### config.mk
export PLATFORM = sky130hd
export DESIGN_NAME = mario_sprite_anim
export DESIGN_NICKNAME = d
export VERILOG_FILES = /design/src/rtl/mario_pkg.sv /design/src/rtl/frame_tick_gen.sv /design/src/rtl/mario_sprite_anim.sv
export SDC_FILE = /design/constraint.sdc
export NUM_CORES = 1
export LEC_CHECK = 0
export CORE_MARGIN = 5
export CORE_UTILIZATION = 35
export CTS_CLUSTER_DIAMETER = 40
export DETAILED_ROUTE_END_ITERATION = 10
export PLACE_DENSITY = 0.61
export SETUP_SLACK_MARGIN = 0.02
export SYNTH_ARGS = -nofsm -noshare
export SYNTH_HDL_FRONTEND = slang
export SYNTH_SLANG_ARGS = --single-unit
### constraint.sdc
create_clock -name Clk -period 5.8 [get_ports Clk]
set_input_delay 1.16 -clock Clk [delete_from_list [all_inputs] [get_ports Clk]]
set_output_delay 1.16 -clock Clk [all_outputs]
set_load 0.02 [all_outputs]
### src/rtl/mario_pkg.sv
// Shared types and constants for the Mario sprite animator: FSM state encoding,
// sprite geometry and ROM frame indices.
package mario_pkg;

    typedef enum logic [2:0] {
        STAND = 3'd0,
        WALK1 = 3'd1,
        WALK2 = 3'd2,
        WALK3 = 3'd3,
        JUMP  = 3'd4
    } anim_state_t;

    localparam int unsigned SPRITE_DIM     = 16;
    localparam logic [3:0]  FRAME_STAND    = 4'd0;
    localparam logic [3:0]  FRAME_WALK1    = 4'd1;
    localparam logic [3:0]  FRAME_WALK2    = 4'd2;
    localparam logic [3:0]  FRAME_WALK3    = 4'd3;
    localparam logic [3:0]  FRAME_JUMP     = 4'd4;
    localparam logic [3:0]  LEFT_FRAME_OFS = 4'd5;

    // Right-facing ROM frame index for each animation state.
    function automatic logic [3:0] frame_base(input anim_state_t s);
        logic [3:0] f;
        case (s)
            STAND:   f = FRAME_STAND;
            WALK1:   f = FRAME_WALK1;
            WALK2:   f = FRAME_WALK2;
            WALK3:   f = FRAME_WALK3;
            JUMP:    f = FRAME_JUMP;
            default: f = FRAME_STAND;
        endcase
        return f;
    endfunction

endpackage

### src/rtl/frame_tick_gen.sv
// Rising-edge detector turning the vsync-rate frame_clk into a one-Clk frame_tick.
module frame_tick_gen (
    input  logic Clk,
    input  logic Reset,
    input  logic frame_clk,
    output logic frame_tick
);

    logic frame_clk_q;

    // Previous sample of frame_clk for edge detection.
    always_ff @(posedge Clk) begin
        if (Reset) begin
            frame_clk_q <= 1'b0;
        end else begin
            frame_clk_q <= frame_clk;
        end
    end

    assign frame_tick = frame_clk & ~frame_clk_q;

endmodule

### src/rtl/mario_sprite_anim.sv
// Mario walk/jump animator and per-pixel sprite ROM addressing.
// Build option MARIO_MIRROR_EN: left-facing drawn by flipping columns instead of separate ROM frames.
module mario_sprite_anim
    import mario_pkg::*;
#(
    parameter int unsigned ANIM_DIV   = 4,
    parameter int unsigned LAND_TICKS = 8,
    parameter int unsigned ADDR_W     = 12
) (
    input  logic              Clk,
    input  logic              Reset,
    input  logic              frame_clk,
    input  logic [9:0]        BallX,
    input  logic [9:0]        BallY,
    input  logic [9:0]        BallS,
    input  logic [9:0]        DrawX,
    input  logic [9:0]        DrawY,
    output logic [ADDR_W-1:0] rom_addr,
    output logic              sprite_on,
    output logic [2:0]        anim_state,
    output logic              facing_left
);

    localparam int unsigned CNT_W = 8;

    logic              frame_tick;
    anim_state_t       state_q, state_d;
    logic [CNT_W-1:0]  anim_cnt_q, anim_cnt_d;
    logic [CNT_W-1:0]  land_cnt_q, land_cnt_d;
    logic              facing_q, facing_d;
    logic [9:0]        prev_x_q, prev_x_d;
    logic [9:0]        prev_y_q, prev_y_d;
    logic              prev_valid_q, prev_valid_d;
    logic [ADDR_W-1:0] rom_addr_q, rom_addr_d;
    logic              sprite_on_q, sprite_on_d;

    logic [10:0] dx;
    logic [10:0] dy;
    logic        dx_nz;
    logic        dy_nz;
    logic        anim_wrap;
    logic        land_done;

    frame_tick_gen u_tick (
        .Clk        (Clk),
        .Reset      (Reset),
        .frame_clk  (frame_clk),
        .frame_tick (frame_tick)
    );

    assign dx        = {1'b0, BallX} - {1'b0, prev_x_q};
    assign dy        = {1'b0, BallY} - {1'b0, prev_y_q};
    assign dx_nz     = (dx != 11'd0);
    assign dy_nz     = (dy != 11'd0);
    assign anim_wrap = (anim_cnt_q == CNT_W'(ANIM_DIV - 1));
    assign land_done = (land_cnt_q == CNT_W'(LAND_TICKS - 1));

    // Facing, motion capture and animation FSM next state; only a tick with a valid previous position moves the FSM.
    always_comb begin
        state_d      = state_q;
        anim_cnt_d   = anim_cnt_q;
        land_cnt_d   = land_cnt_q;
        facing_d     = facing_q;
        prev_x_d     = prev_x_q;
        prev_y_d     = prev_y_q;
        prev_valid_d = prev_valid_q;
        if (frame_tick) begin
            prev_x_d     = BallX;
            prev_y_d     = BallY;
            prev_valid_d = 1'b1;
            if (prev_valid_q) begin
                if (dx_nz) begin
                    facing_d = dx[10];
                end else begin
                    facing_d = facing_q;
                end
                case (state_q)
                    STAND: begin
                        if (dy_nz) begin
                            state_d    = JUMP;
                            land_cnt_d = {CNT_W{1'b0}};
                        end else if (dx_nz) begin
                            state_d    = WALK1;
                            anim_cnt_d = {CNT_W{1'b0}};
                        end else begin
                            state_d = STAND;
                        end
                    end
                    WALK1, WALK2, WALK3: begin
                        if (dy_nz) begin
                            state_d    = JUMP;
                            land_cnt_d = {CNT_W{1'b0}};
                        end else if (!dx_nz) begin
                            state_d = STAND;
                        end else if (anim_wrap) begin
                            anim_cnt_d = {CNT_W{1'b0}};
                            case (state_q)
                                WALK1:   state_d = WALK2;
                                WALK2:   state_d = WALK3;
                                default: state_d = WALK1;
                            endcase
                        end else begin
                            anim_cnt_d = anim_cnt_q + {{(CNT_W-1){1'b0}}, 1'b1};
                        end
                    end
                    JUMP: begin
                        // Apex frames report dy==0, so landing waits for a run of still ticks.
                        if (dy_nz) begin
                            land_cnt_d = {CNT_W{1'b0}};
                        end else if (land_done) begin
                            land_cnt_d = {CNT_W{1'b0}};
                            anim_cnt_d = {CNT_W{1'b0}};
                            state_d    = dx_nz ? WALK1 : STAND;
                        end else begin
                            land_cnt_d = land_cnt_q + {{(CNT_W-1){1'b0}}, 1'b1};
                        end
                    end
                    default: begin
                        state_d    = STAND;
                        anim_cnt_d = {CNT_W{1'b0}};
                        land_cnt_d = {CNT_W{1'b0}};
                    end
                endcase
            end else begin
                state_d = state_q;
            end
        end else begin
            state_d = state_q;
        end
    end

    logic [9:0] ox;
    logic [9:0] oy;
    logic       hit;
    logic [3:0] frame;
    logic [3:0] row;
    logic [3:0] col;

    // Pixel offset within the sprite box and the matching ROM address; uses current (pre-tick) frame and facing.
    always_comb begin
        ox  = DrawX - BallX;
        oy  = DrawY - BallY;
        hit = (ox < BallS) && (oy < BallS);
        row = oy[3:0];
`ifdef MARIO_MIRROR_EN
        frame = frame_base(state_q);
        col   = facing_q ? (4'd15 - ox[3:0]) : ox[3:0];
`else
        frame = frame_base(state_q) + (facing_q ? LEFT_FRAME_OFS : 4'd0);
        col   = ox[3:0];
`endif
        if (hit) begin
            rom_addr_d = ADDR_W'({frame, row, col});
        end else begin
            rom_addr_d = {ADDR_W{1'b0}};
        end
        sprite_on_d = hit;
    end

    // State and pixel-path registers.
    always_ff @(posedge Clk) begin
        if (Reset) begin
            state_q      <= STAND;
            anim_cnt_q   <= {CNT_W{1'b0}};
            land_cnt_q   <= {CNT_W{1'b0}};
            facing_q     <= 1'b0;
            prev_x_q     <= 10'd0;
            prev_y_q     <= 10'd0;
            prev_valid_q <= 1'b0;
            rom_addr_q   <= {ADDR_W{1'b0}};
            sprite_on_q  <= 1'b0;
        end else begin
            state_q      <= state_d;
            anim_cnt_q   <= anim_cnt_d;
            land_cnt_q   <= land_cnt_d;
            facing_q     <= facing_d;
            prev_x_q     <= prev_x_d;
            prev_y_q     <= prev_y_d;
            prev_valid_q <= prev_valid_d;
            rom_addr_q   <= rom_addr_d;
            sprite_on_q  <= sprite_on_d;
        end
    end

    assign rom_addr    = rom_addr_q;
    assign sprite_on   = sprite_on_q;
    assign anim_state  = state_q;
    assign facing_left = facing_q;

endmodule

==> flow_summary_export.csv, run 1 <==
group,metric,value,unit
final_layout,syn_to_final_growth,22.1,%
worst_hold_path,hp-start,"prev_y_q[8]",
synth,synth_edf_count,0,
power,cellPowerDensity,200,mW/mm2
job,drv_cap,0,
sta,fin_crit,4.80,ns
floorplan,die_w,124,um
sta,fmax,208,MHz
placement,gp_congestion,0.887,
floorplan,die_y,124,um
sta,holdWs,0.455,ns
global_routing,grt_pass1_vias,4191,
synth,synth_top_area_share,24.1,%
sta,hold_violations,0,
sta,setup_viol,0,
worst_setup_path,worstPathRequired,6.01,ns
final_layout,layout_common_cells,"81 x inv_1, 69 x clkdlybuf4s50_1, 61 x ha_1",
clock_tree,htreeDepth,2,
floorplan,ios,70,
worst_setup_path,r2r_start,"prev_x_q[0]",
worst_setup_path,startpoint_type,"input port",
synth,synth_area_leader_cell,"dfxtp_1",
route,dr.pass1.iters,4,
sta,timing.final.crit_share,82.7,%
worst_setup_path,path_cells,"clkdlybuf4s50_1 > inv_1 > ha_1 > nor2b_1 > o21ai_0 > a21boi_0 > o21a_1 > nor2_1 > o21bai_1 > a21o_1 > and4_1 > or3_1 > ha_1 > o21a_1 > o31ai_1 > nand3_1 > nor3b_1",
worst_setup_path,worstSetupPathType,"input port to register",
run_status,status,"finished clean",
placement,io_buffer_count,69,
sta,tightest_slew,1.19,ns
worst_hold_path,worstHoldPathType,"register to register",
final_layout,layout-drive-gt1-share,3.64,%
clock_tree,cts_hold_buf,0,
synth,yosys_warnings,0,
global_routing,grt_pass1_wl,20.9,mm
synth,async_flop_share,0,%
global_routing,grt-ovfl-total,0,
clock_tree,clkTransAtPathRegs,0.07,ns
floorplan,die-area,0.0154,mm2
worst_setup_path,crit_path_start,"BallX[1]",
placement,dpl.hpwl,10.2,mm
final_layout,n_antenna_cell,0,
synth,synth-seq-cells,55,
worst_setup_path,critPathMaxFanout,13,
synth,synth_area,0.00457,mm2
route,drt-vias-per-instance,5.15,
synth,ys.flop_type,"dfxtp_1",
clock_tree,clock-sinks,55,
clock_tree,cts_tree,"done",
clock_tree,cts_root_buf,"clkbuf_16",
route,drtIter0Drc,241,
global_routing,grt_start_max_net_pins,28,
sta,finClkSkew,0.0102,ns
route,antenna_left,0,
floorplan,row_count,41,
sta,final_max_slew_viol_count,0,
clock_tree,insertion_delay,0.30,ns
sta,rsz0062_at_grt,"false",
worst_setup_path,cpPeakStageDelay,0.55,ns
sta,tns,0,ns
power,power_leakage,2.36,nW
final_layout,final_area,0.00558,mm2
synth,syn_inst,593,
clock_tree,post-cts-setup-buffer-count,0,
global_routing,antenna_found_initial,0,
route,drt-total-wl,12.6,mm
sta,relSlewSlack,20.6,%
clock_tree,cts_buffers,5,
floorplan,initial_core_util,35.9,%
clock_tree,cts_buffer_depth,2,
global_routing,grt_usage,16.1,%
route,drcViolationCount,0,
placement,dpl_cell_area,0.00543,mm2
final_layout,mostFrequentLayoutCell,"inv_1",
synth,avgSynthCellArea,7.71,um2
worst_setup_path,cp_slowest_cell,"clkdlybuf4s50_1",
route,num_vias,4277,
synth,yosysSeqAreaShare,24.1,%
route,avgRoutedWirePerCell,15.2,um
final_layout,finalNetCount,775,
synth,synth_area_leaders,"dfxtp_1 24%, ha_1 17%, inv_1 6.7%, a21oi_1 5.0%, nand2_1 4.7%",
synth,synth.distinct_cells,68,
floorplan,core-area,0.0127,mm2
clock_tree,cts-resized-gates,0,
final_layout,fillers,1337,
power,max-vdd-ir-drop,109,uV
synth,syn-num-nets,710,
worst_setup_path,crit_arrival,5.01,ns
worst_setup_path,end_kind,"register",
final timing paths:
check | end | slack [ns] | depth (start not counted)
max | rom_addr[3] | 1.00 | 17
min | prev_y_q[8] | 0.45 | 2
max reg2reg | anim_cnt_q[4] | 2.51 | 11
min reg2reg | prev_y_q[8] | 0.45 | 2
kinds of logic after synthesis:
group	synth area share, %
AOI/OAI and AO/OA	22.0
xor gates and xnor gates	4.41
adders and majority gates	18.0
buffers and inverters	8.00
DFF	24.1
muxes	1.37
and+or+nand+nor	22.1
final cells by class:
class                      instances  area, um2  area share [%]
clock buffer                       7        143            2.56
timing repair buffer              71        706            12.6
tap                              172        215            3.86
inverter                          81        304            5.45
clock inverter                     1       8.76           0.157
multi-input combinational        444       3100            55.6
sequential                        55       1100            19.7
Yosys cell counts (10+ instances only):
cell type / instances
nor2_1: 42
nor3_1: 10
xor2_1: 11
nand2_1: 57
nand3_1: 10
nor2b_1: 20
xnor2_1: 12
inv_1: 81
clkbuf_1: 10
dfxtp_1: 55
o21ai_0: 33
ha_1: 61
a21oi_1: 46
state kept, by name (all words and copies together) (netlist names):
| register | cells |
|---|---|
| u_tick.frame_clk_q | 1 |
| facing_left | 1 |
| rom_addr | 12 |
| prev_valid_q | 1 |
| prev_y_q | 10 |
| anim_cnt_q | 8 |
| sprite_on | 1 |
| prev_x_q | 10 |
| land_cnt_q | 8 |
| anim_state | 3 |
critical path, delay by kind of cell:
family / cells / cell delay, ns
buffers and inverters: 2 / 0.66
and+or+nand+nor: 6 / 1.55
AOI/OAI and AO/OA: 7 / 1.06
adders and majority gates: 2 / 0.57
through the flow:
stage          worst slack [ns]  std cells  total power [mW]  utilization, %
4_1_cts                   0.978        831              1.13            43.9
5_1_grt                   0.678        831              1.19            43.9
2_1_floorplan              1.75        593             0.669               -
3_3_place_gp              0.807        823             0.793            42.7
6_report                   1.00        831              1.12            43.9
3_5_place_dp              0.673        823             0.803            42.7
power breakdown:
group / internal [mW] / leakage (nW) / switching (mW) / total [mW]
Clock: 0.174 / 0.0741 / 0.148 / 0.321
Combinational: 0.178 / 1.84 / 0.209 / 0.387
Sequential: 0.397 / 0.448 / 0.0120 / 0.409
layer usage:
metal / share of wire, % / vias up / GRT usage, %
met5: 0 / - / 0
met4: 2.1 / 0 / 4.51
met3: 4.4 / 19 / 3.30
met2: 46 / 80 / 26.7
met1: 47 / 1971 / 21.3
li1: - / 2207 / -
Note: power is estimated with default switching activity, not from simulation.
==> inputs of run 2 (changes only) <==
Clock period 5.8 ns to 4.8 ns, I/O delays scaled along.
==> flow_summary_export.csv, run 2 (same netlist as run 1, synthesis figures left out) <==
group,metric,value,unit
power,cellPowerDensity,241,mW/mm2
final_layout,n_antenna_cell,0,
power,total_power,1.35,mW
worst_setup_path,r2r_start,"prev_y_q[5]",
final_layout,largest_reg_flops,12,
power,max-vdd-ir-drop,133,uV
worst_hold_path,hp-start,"prev_x_q[5]",
floorplan,initial_core_util,35.9,%
placement,placedCellCount,826,
sta,fin_crit,4.20,ns
sta,hold_violations,0,
worst_setup_path,cp_slowest_cell,"clkdlybuf4s50_1",
clock_tree,cts_tree,"done",
worst_setup_path,worstPathRequired,5.03,ns
sta,timing.final.crit_share,87.5,%
placement,dpl.hpwl,9.75,mm
clock_tree,post-cts-setup-buffer-count,0,
floorplan,die-area,0.0154,mm2
clock_tree,cts_hold_buf,0,
final_layout,layout_common_cells,"81 x inv_1, 69 x clkdlybuf4s50_1, 61 x ha_1",
floorplan,row_count,41,
worst_setup_path,end_kind,"register",
worst_setup_path,path_cells,"clkdlybuf4s50_1 > inv_1 > ha_1 > nor2b_1 > o21ai_0 > a21boi_0 > o21a_1 > nor2_1 > o21bai_1 > a21o_1 > and4_1 > or3_1 > ha_1 > o21a_1 > o31ai_1 > nand3_1 > buf_4 > nor3b_1",
job,drv_cap,0,
route,drcViolationCount,0,
global_routing,grt_pass1_wl,20.4,mm
worst_setup_path,worstSetupPathType,"input port to register",
global_routing,antenna_found_initial,0,
clock_tree,htreeDepth,2,
final_layout,finalNetCount,778,
worst_setup_path,crit_path_start,"BallX[1]",
sta,rsz0062_at_grt,"false",
clock_tree,clkTransAtPathRegs,0.08,ns
placement,pre_cts_ws,0.280,ns
route,drt-vias-per-instance,5.16,
floorplan,core-area,0.0127,mm2
worst_setup_path,cpPeakStageDelay,0.47,ns
route,num_vias,4307,
clock_tree,cts-resized-gates,0,
sta,final_max_slew_viol_count,0,
floorplan,die_y,124,um
final_layout,mostFrequentLayoutCell,"inv_1",
sta,tns,0,ns
placement,io_buffer_count,69,
global_routing,grt_start_max_net_pins,32,
sta,relSlewSlack,35.8,%
clock_tree,cts_root_buf,"clkbuf_16",
route,dr.pass1.iters,5,
sta,setup_viol,0,
clock_tree,cts_buffers,5,
run_status,status,"finished clean",
placement,gp_congestion,0.879,
sta,tightest_slew,0.963,ns
global_routing,grt_usage,15.6,%
sta,fmax,238,MHz
global_routing,grt_pass1_vias,4163,
power,power_leakage,2.37,nW
final_layout,final_cells,834,
worst_setup_path,startpoint_type,"input port",
sta,finClkSkew,0.0146,ns
sta,fin_ws,0.602,ns
floorplan,die_w,124,um
worst_setup_path,critPathMaxFanout,13,
final_layout,syn_to_final_growth,22.6,%
clock_tree,insertion_delay,0.31,ns
route,antenna_left,0,
worst_setup_path,crit_arrival,4.43,ns
worst_hold_path,worstHoldPathType,"register to register",
floorplan,ios,70,
route,drtIter0Drc,184,
final_layout,layout-drive-gt1-share,4.23,%
final_layout,fin_util,44.0,%
clock_tree,clock-sinks,55,
global_routing,grt-ovfl-total,0,
route,drt-total-wl,12.3,mm
clock_tree,cts_buffer_depth,2,
route,avgRoutedWirePerCell,14.8,um
[run 2: cell type report]
type	instances	area (um2)
Sequential cell	55	1100
Multi-Input combinational cell	444	3100
Fill cell	1315	7120
Clock buffer	5	125
Inverter	81	304
Clock inverter	3	25.0
Timing Repair Buffer	74	728
Tap cell	172	215
[run 2: layer usage]
| layer | up-vias | wire (um) | global-route usage, % |
|---|---|---|---|
| met1 | 1968 | 5790 | 19.7 |
| li1 | 2213 | - | - |
| met4 | 0 | 220 | 4.45 |
| met2 | 110 | 5720 | 26.6 |
| met3 | 16 | 591 | 3.30 |
| met5 | - | 0 | 0 |
[run 2: worst paths after layout]
path | slack, ns | cells after the start | end
hold / removal | 0.46 | 2 | prev_x_q[5]
setup reg to reg | 1.50 | 12 | anim_cnt_q[6]
hold reg to reg | 0.46 | 2 | prev_x_q[5]
setup / recovery | 0.60 | 18 | rom_addr[3]
[run 2: power by group]
group	internal (mW)	switching, mW	total, mW
registers	0.479	0.0132	0.493
logic	0.216	0.251	0.467
clock network	0.198	0.192	0.390
total	0.894	0.456	1.35
[run 2: through the flow]
stage | instance area (um2) | hold WS, ns
floorplan | 4570 | 0.436
global placement | 5450 | 0.443
detailed placement | 5450 | 0.447
global route | 5600 | 0.478
CTS | 5600 | 0.459
finish | 5600 | 0.460
[run 2: worst max-delay path: cells and delay by family]
family | cells | cell delay (ns)
AOI/OAI and AO/OA | 7 | 1.04
buffers and inverters | 3 | 0.74
adders and majority gates | 2 | 0.56
and+or+nand+nor | 6 | 1.12
